===== src/rtl/fft_pkg.sv =====
// Shared types and elaboration-time helpers for the iterative radix-2 FFT core:
// FSM state encoding, integer log2, bit reversal and the twiddle generator.
package fft_pkg;

  typedef enum logic [1:0] {
    ST_LOAD,
    ST_CALC,
    ST_UNLOAD
  } fft_state_e;

  localparam real PI = 3.14159265358979323846;

  function automatic int clog2(input int value);
    int r;
    r = 0;
    while ((1 << r) < value) r++;
    return r;
  endfunction

  function automatic int bitrev(input int value, input int bits);
    int r;
    r = 0;
    for (int i = 0; i < bits; i++) r = (r << 1) | ((value >> i) & 1);
    return r;
  endfunction

  // Taylor series keeps the twiddle ROM a pure constant function of plain
  // real arithmetic; 20 terms are exact to double precision for |x| <= pi.
  function automatic real cos_r(input real x);
    real term, sum;
    term = 1.0;
    sum  = 1.0;
    for (int i = 1; i <= 20; i++) begin
      term = -term * x * x / real'((2 * i - 1) * (2 * i));
      sum  = sum + term;
    end
    return sum;
  endfunction

  function automatic real sin_r(input real x);
    real term, sum;
    term = x;
    sum  = x;
    for (int i = 1; i <= 20; i++) begin
      term = -term * x * x / real'((2 * i) * (2 * i + 1));
      sum  = sum + term;
    end
    return sum;
  endfunction

  function automatic int round_r(input real x);
    if (x >= 0.0) return $rtoi(x + 0.5);
    else          return -$rtoi(-x + 0.5);
  endfunction

  // Forward twiddle W[k] = cos - j*sin, returned as {re[31:0], im[31:0]};
  // callers keep the low TW_FRAC+8 bits of each half.
  function automatic logic [63:0] twiddle(input int k, input int n, input int frac);
    real ang, one;
    int  re, im;
    one = 1.0;
    for (int i = 0; i < frac; i++) one = one * 2.0;
    ang = 2.0 * PI * real'(k) / real'(n);
    re  = round_r(cos_r(ang) * one);
    im  = -round_r(sin_r(ang) * one);
    return {re, im};
  endfunction

endpackage


===== src/rtl/fft_bf_unit.sv =====
// Combinational radix-2 DIT butterfly: t = b*W, a' = a+t, b' = a-t, with an
// optional halving of both results for per-stage scaling.
module fft_bf_unit #(
  parameter int DATA_W  = 16,
  parameter int TW_FRAC = 8
) (
  input  logic [2*DATA_W-1:0]      a,
  input  logic [2*DATA_W-1:0]      b,
  input  logic [2*(TW_FRAC+8)-1:0] w,
  input  logic                     scale,
  output logic [2*DATA_W-1:0]      a_out,
  output logic [2*DATA_W-1:0]      b_out
);

  localparam int TW_W = TW_FRAC + 8;
  localparam int PW   = DATA_W + TW_W + 1;
  localparam int SUMW = DATA_W + 1;

  logic signed [DATA_W-1:0] a_re, a_im, b_re, b_im;
  logic signed [TW_W-1:0]   w_re, w_im;
  logic signed [PW-1:0]     p_re, p_im;
  logic signed [SUMW-1:0]   t_re, t_im;
  logic signed [SUMW-1:0]   sum_re, sum_im, dif_re, dif_im;
  logic                     unused_prod;

  assign a_re = a[2*DATA_W-1:DATA_W];
  assign a_im = a[DATA_W-1:0];
  assign b_re = b[2*DATA_W-1:DATA_W];
  assign b_im = b[DATA_W-1:0];
  assign w_re = w[2*TW_W-1:TW_W];
  assign w_im = w[TW_W-1:0];

  // Full-precision complex product; PW bits hold the worst-case difference.
  assign p_re = PW'(b_re) * PW'(w_re) - PW'(b_im) * PW'(w_im);
  assign p_im = PW'(b_re) * PW'(w_im) + PW'(b_im) * PW'(w_re);

  // Slicing above bit TW_FRAC is the floor shift plus truncation to SUMW bits.
  assign t_re = p_re[TW_FRAC +: SUMW];
  assign t_im = p_im[TW_FRAC +: SUMW];

  assign sum_re = SUMW'(a_re) + t_re;
  assign sum_im = SUMW'(a_im) + t_im;
  assign dif_re = SUMW'(a_re) - t_re;
  assign dif_im = SUMW'(a_im) - t_im;

  assign a_out = scale ? {sum_re[DATA_W:1], sum_im[DATA_W:1]}
                       : {sum_re[DATA_W-1:0], sum_im[DATA_W-1:0]};
  assign b_out = scale ? {dif_re[DATA_W:1], dif_im[DATA_W:1]}
                       : {dif_re[DATA_W-1:0], dif_im[DATA_W-1:0]};

  assign unused_prod = ^{p_re[TW_FRAC-1:0], p_re[PW-1:TW_FRAC+SUMW],
                         p_im[TW_FRAC-1:0], p_im[PW-1:TW_FRAC+SUMW]};

endmodule


===== src/rtl/fft_iter_core.sv =====
// In-place iterative radix-2 DIT FFT/IFFT: bit-reversed load, one shared
// butterfly per cycle over all stages, natural-order unload with valid/ready.
module fft_iter_core
  import fft_pkg::*;
#(
  parameter int N_POINTS = 16,
  parameter int DATA_W   = 16,
  parameter int TW_FRAC  = 8
) (
  input  logic                clk,
  input  logic                rst,
  input  logic                in_valid,
  output logic                in_ready,
  input  logic [DATA_W-1:0]   in_data,
  input  logic                in_inv,
  input  logic                in_scale,
  output logic                out_valid,
  input  logic                out_ready,
  output logic [2*DATA_W-1:0] out_data,
  output logic                out_last,
  output logic                busy
);

  localparam int L    = clog2(N_POINTS);
  localparam int AW   = L;
  localparam int HALF = N_POINTS / 2;
  localparam int TW_W = TW_FRAC + 8;
  localparam int SW   = 4;

  typedef logic [HALF-1:0][2*TW_W-1:0] tw_rom_t;

  function automatic tw_rom_t build_tw_rom();
    tw_rom_t     rom;
    logic [63:0] w;
    for (int k = 0; k < HALF; k++) begin
      w      = twiddle(k, N_POINTS, TW_FRAC);
      rom[k] = {w[32 +: TW_W], w[0 +: TW_W]};
    end
    return rom;
  endfunction

  localparam tw_rom_t TW_ROM = build_tw_rom();

  fft_state_e          state_q, state_d;
  logic [AW-1:0]       load_cnt, unload_cnt;
  logic [AW-2:0]       bf_cnt;
  logic [SW-1:0]       stage_cnt;
  logic                inv_q, scale_q;
  logic [2*DATA_W-1:0] mem [N_POINTS];

  logic                load_fire, unload_fire, last_bf, last_stage;
  logic [AW-1:0]       load_addr, j_ext, h_mask, addr_a, addr_b;
  logic [AW-2:0]       tw_idx;
  logic [2*TW_W-1:0]   tw_raw, tw_eff;
  logic [TW_W-1:0]     tw_im;
  logic [2*DATA_W-1:0] bf_a, bf_b;

  assign load_fire   = (state_q == ST_LOAD) && in_valid;
  assign unload_fire = (state_q == ST_UNLOAD) && out_ready;
  assign last_bf     = bf_cnt == (AW-1)'(HALF - 1);
  assign last_stage  = stage_cnt == SW'(L - 1);

  // Butterfly addressing for stage s, butterfly j: h = 1<<s,
  // a = (j>>s)*2h + (j & (h-1)), b = a + h, k = (j & (h-1)) << (L-1-s).
  always_comb begin
    load_addr = AW'(bitrev(int'(load_cnt), L));
    j_ext     = AW'(bf_cnt);
    h_mask    = AW'((1 << stage_cnt) - 1);
    addr_a    = ((j_ext >> stage_cnt) << (stage_cnt + 1)) | (j_ext & h_mask);
    addr_b    = addr_a | AW'(1 << stage_cnt);
    tw_idx    = (AW-1)'((j_ext & h_mask) << (L - 1 - int'(stage_cnt)));
  end

  assign tw_raw = TW_ROM[tw_idx];
  assign tw_im  = tw_raw[TW_W-1:0];
  // Inverse transform uses the conjugate twiddle.
  assign tw_eff = {tw_raw[2*TW_W-1:TW_W], inv_q ? -tw_im : tw_im};

  fft_bf_unit #(
    .DATA_W  (DATA_W),
    .TW_FRAC (TW_FRAC)
  ) u_bf (
    .a     (mem[addr_a]),
    .b     (mem[addr_b]),
    .w     (tw_eff),
    .scale (scale_q),
    .a_out (bf_a),
    .b_out (bf_b)
  );

  // NOTE: sequential state uses non-blocking assignments so every register
  // samples pre-edge values; combinational blocks below use blocking ones.
  always_ff @(posedge clk or posedge rst) begin
    if (rst) state_q <= ST_LOAD;
    else     state_q <= state_d;
  end

  always_comb begin
    // NOTE: every output of this block gets a default first, so no path can
    // leave a value unassigned and infer a latch.
    state_d   = state_q;
    in_ready  = 1'b0;
    out_valid = 1'b0;
    out_data  = '0;
    out_last  = 1'b0;
    busy      = 1'b0;
    unique case (state_q)
      ST_LOAD: begin
        in_ready = 1'b1;
        if (in_valid && load_cnt == AW'(N_POINTS - 1)) state_d = ST_CALC;
      end
      ST_CALC: begin
        busy = 1'b1;
        if (last_stage && last_bf) state_d = ST_UNLOAD;
      end
      ST_UNLOAD: begin
        busy      = 1'b1;
        out_valid = 1'b1;
        out_data  = mem[unload_cnt];
        out_last  = unload_cnt == AW'(N_POINTS - 1);
        if (out_ready && out_last) state_d = ST_LOAD;
      end
      default: state_d = ST_LOAD;
    endcase
  end

  // Counters wrap naturally at their power-of-two sizes, so each is back at
  // zero when its phase ends.
  always_ff @(posedge clk or posedge rst) begin
    if (rst) begin
      load_cnt   <= '0;
      unload_cnt <= '0;
      bf_cnt     <= '0;
      stage_cnt  <= '0;
      inv_q      <= 1'b0;
      scale_q    <= 1'b0;
    end else begin
      if (load_fire) begin
        load_cnt <= load_cnt + 1'b1;
        if (load_cnt == '0) begin
          inv_q   <= in_inv;
          scale_q <= in_scale;
        end
      end
      if (state_q == ST_CALC) begin
        bf_cnt <= bf_cnt + 1'b1;
        if (last_bf) stage_cnt <= last_stage ? '0 : stage_cnt + 1'b1;
      end
      if (unload_fire) unload_cnt <= unload_cnt + 1'b1;
    end
  end

  // NOTE: mem is a plain register array rather than a RAM macro, so clearing
  // it on reset is legal and aborts a frame without leaving stale data.
  always_ff @(posedge clk or posedge rst) begin
    if (rst) begin
      for (int i = 0; i < N_POINTS; i++) mem[i] <= '0;
    end else if (load_fire) begin
      mem[load_addr] <= {in_data, {DATA_W{1'b0}}};
    end else if (state_q == ST_CALC) begin
      mem[addr_a] <= bf_a;
      mem[addr_b] <= bf_b;
    end
  end

endmodule


===== config.mk =====
export PLATFORM = sky130hd
export DESIGN_NAME = fft_iter_core
export DESIGN_NICKNAME = d
export VERILOG_FILES = /design/src/rtl/fft_pkg.sv /design/src/rtl/fft_bf_unit.sv /design/src/rtl/fft_iter_core.sv
export SDC_FILE = /design/constraint.sdc
export NUM_CORES = 2
export LEC_CHECK = 0
export ABC_CLOCK_PERIOD_IN_PS = 45200
export BUFFER_PORTS_ARGS = -buffer_cell sky130_fd_sc_hd__buf_2
export CORE_MARGIN = 10
export CORE_UTILIZATION = 50
export DETAILED_ROUTE_END_ITERATION = 6
export PLACE_DENSITY = 0.65
export REMOVE_ABC_BUFFERS = 1
export SLEW_MARGIN = 20
export SYNTH_ARGS = -nofsm -noshare
export SYNTH_HDL_FRONTEND = slang
export SYNTH_SLANG_ARGS = --single-unit
export TNS_END_PERCENT = 50

===== constraint.sdc =====
create_clock -name clk -period 45.2 [get_ports clk]
set_input_delay 6.78 -clock clk [delete_from_list [all_inputs] [get_ports clk]]
set_output_delay 6.78 -clock clk [all_outputs]
set_load 0.05 [all_outputs]

==> flow_summary.toml <==
[global_routing]
grt_usage = 0.409
grt_overflow = 0
antenna_found_initial = 17
grt_max_degree = 193
grt_pass1_vias = 68900
grt_pass1_wl_um = 479000

[clock_tree]
cts_buffers = 60
clk_latency_ns = 0.75
cts_root_buffer = "clkbuf_16"
cts_sinks = 531
cts_max_path_buffers = 3
post_cts_buffers = 0
cts_tree = "done"
path_clk_slew_ns = 0.06
cts_max_level = 2
cts_resized = 0
cts_hold_buf = 0

[critical_path]
critPathLaunchType = "flip-flop"
timing_worst_setup_path_type = "reg -> reg"
critPathMaxFanout = 23
cp-end-kind = "flip-flop"
crit_required_ns = 45.74
crit_arrival_ns = 15.75
cp_common_cell = "fa_1"
r2r_start = "stage_cnt[0]$_DFFE_PP0P_"
cp_slowest_cell = "mux2i_2"
startpoint = "stage_cnt[0]$_DFFE_PP0P_"
critPathMaxStageDelay_ns = 0.89

[floorplan]
die_h_um = 400
core-area_um2 = 144000
die_w_um = 400
dieArea_um2 = 160000
core.rowCount = 139
io_pins = 58
start_util = 0.503

[placed_design]
place_hpwl_um = 223000
io_buffers = 57
place_ws_ns = 30.29
place.gp.congestion = 1.04

[synthesis]
syn_area_per_cell_um2 = 8.63
yosys.area.top_type = "fa_1"
synth_cell_type_count = 96
synth_ff_type = "dfrtp_1"
ys_seq_area_frac = 0.184
yosys_warnings = 0
syn-cell-area_um2 = 72200
yosys_register_bits = 531
synth_edf_count = 0
synth_top_cells_by_area = "fa_1, dfrtp_1, nand2_1"
synthCells = 8372
netlist.area_leader.share = 0.241
async_flop_share = 1.00

[detailed_routing]
vias = 69800
drc = 8
viasPerCell = 6.94
drtIter0Drc = 10700
ant_nets = 0
dr.pass1.iters = 7
wire_per_inst_um = 32.9
wirelength_um = 330000

[timing]
finalCriticalPeriod_ns = 15.21
setup_tns_ns = 0
tightest_slew_ns = 1.63
slew_headroom = -0.0899
setup_viol = 0
skew_ns = 0.0552
timing.fmax_mhz = 65.8
hold-worst-slack_ns = 0.538
setup_ws_ns = 29.99
slew_violations = 80
fin_crit_sh = 0.336
hold_violations = 0
rsz0062_at_grt = "false"

[final_layout]
fin_util = 0.537
layout_common_cells = "nand2_1, inv_1, fa_1, nor2_1, dfrtp_1"
final_nets = 9317
syn_to_final_growth_pct = 6.80
fillers = 13400
layout_commonest_cell = "nand2_1"
drive_gt1_frac = 0.0938

[min_path]
hold_path.class = "reg -> reg"
worstHoldStart = "mem[17]$_DFFE_PP0P_"

[run]
drv_cap = 0

[status]
run_status = "finished, violations left"
violations = "design-rule violations, max-slew violations"
==> metal layers <==
layer  share of wire  global-route usage  routed length [um]
met2            0.40               0.581              134000
met1            0.34               0.490              113000
met3            0.16               0.177               51600
met5         0.00072             0.00635                 238
met4           0.098               0.300               32300
==> registers in the layout (all words and copies together) (netlist names) <==
register    flops
bf_cnt          3
scale_q         1
stage_cnt       4
unload_cnt      4
inv_q           1
load_cnt        4
mem           512
state_q         2
==> cells in the mapped netlist (12+ instances only) <==
cell type and instances:
a21o_1 27, a21oi_1 154, a221o_1 50, a221oi_1 16, a22o_1 113, a22oi_1 337
a311o_1 13, a311oi_1 133, a31oi_1 42, a32oi_1 36, and2_1 56, and3_1 117
buf_1 90, buf_2 34, clkbuf_1 525, dfrtp_1 531, fa_1 869, ha_1 341
inv_1 1089, mux2_2 16, mux2i_1 163, mux4_2 162, nand2_1 1477, nand2b_1 72
nand3_1 340, nor2_1 549, nor3_1 31, o21a_1 14, o21ai_0 227, o21ai_1 15
o21bai_1 41, o221ai_1 86, o22a_1 37, o22ai_1 162, o31a_1 12, o31ai_1 22
or2_2 24, xnor2_1 162, xor2_1 33
==> per-stage QoR <==
stage | instances | area, um2
after global routing | 10000 | 77100
after global placement | 9924 | 74900
final | 10100 | 77100
after CTS | 10000 | 77100
after detailed placement | 9924 | 74900
after floorplan | 7705 | 69600
==> final cells by class <==
class	count	area (um2)	area share
Antenna cell	18	45.0	0.000584
Inverter	1091	4100	0.0532
Clock buffer	83	1720	0.0223
Sequential cell	531	13300	0.172
Timing Repair Buffer	318	2340	0.0303
Multi-Input combinational cell	6083	52900	0.685
Tap cell	1903	2380	0.0309
Clock inverter	27	402	0.00521
==> worst max-delay path: cells and delay by family (launching register included) <==
family / cells / cell delay, ns
compound gates: 15 / 2.93
mux: 2 / 0.96
buf+inv: 9 / 1.91
flops: 1 / 0.75
xor+xnor: 2 / 0.35
simple gates: 10 / 1.89
fa+ha+maj: 13 / 6.12
==> worst paths after layout <==
| kind | endpoint | slack [ns] | cells past startpoint |
|---|---|---|---|
| min in group asynchronous | unload_cnt[0]$_DFFE_PP0P_ | 6.20 | 2 |
| hold reg to reg | mem[17]$_DFFE_PP0P_ | 0.54 | 2 |
| max in group asynchronous | mem[69]$_DFFE_PP0P_ | 36.75 | 4 |
| setup / recovery | mem[142]$_DFFE_PP0P_ | 29.99 | 51 |
| setup reg to reg | mem[142]$_DFFE_PP0P_ | 29.99 | 51 |
| hold / removal | mem[17]$_DFFE_PP0P_ | 0.54 | 2 |
==> cells by family (layout without fill, tap and decap cells) <==
group | count (synthesis) | count (layout) | share of synthesized area
simple gates | 2738 | 2738 | 0.162
fa+ha+maj | 1210 | 1210 | 0.300
compound gates | 1591 | 1591 | 0.160
other cells | 0 | 18 | 0
flops | 531 | 531 | 0.184
buf+inv | 1758 | 1519 | 0.0933
mux | 346 | 346 | 0.0767
xor+xnor | 198 | 198 | 0.0245
Power is left out: the tool's default activity adds up to more than one toggle a clock period on the data nets, which glitch-free logic cannot reach.
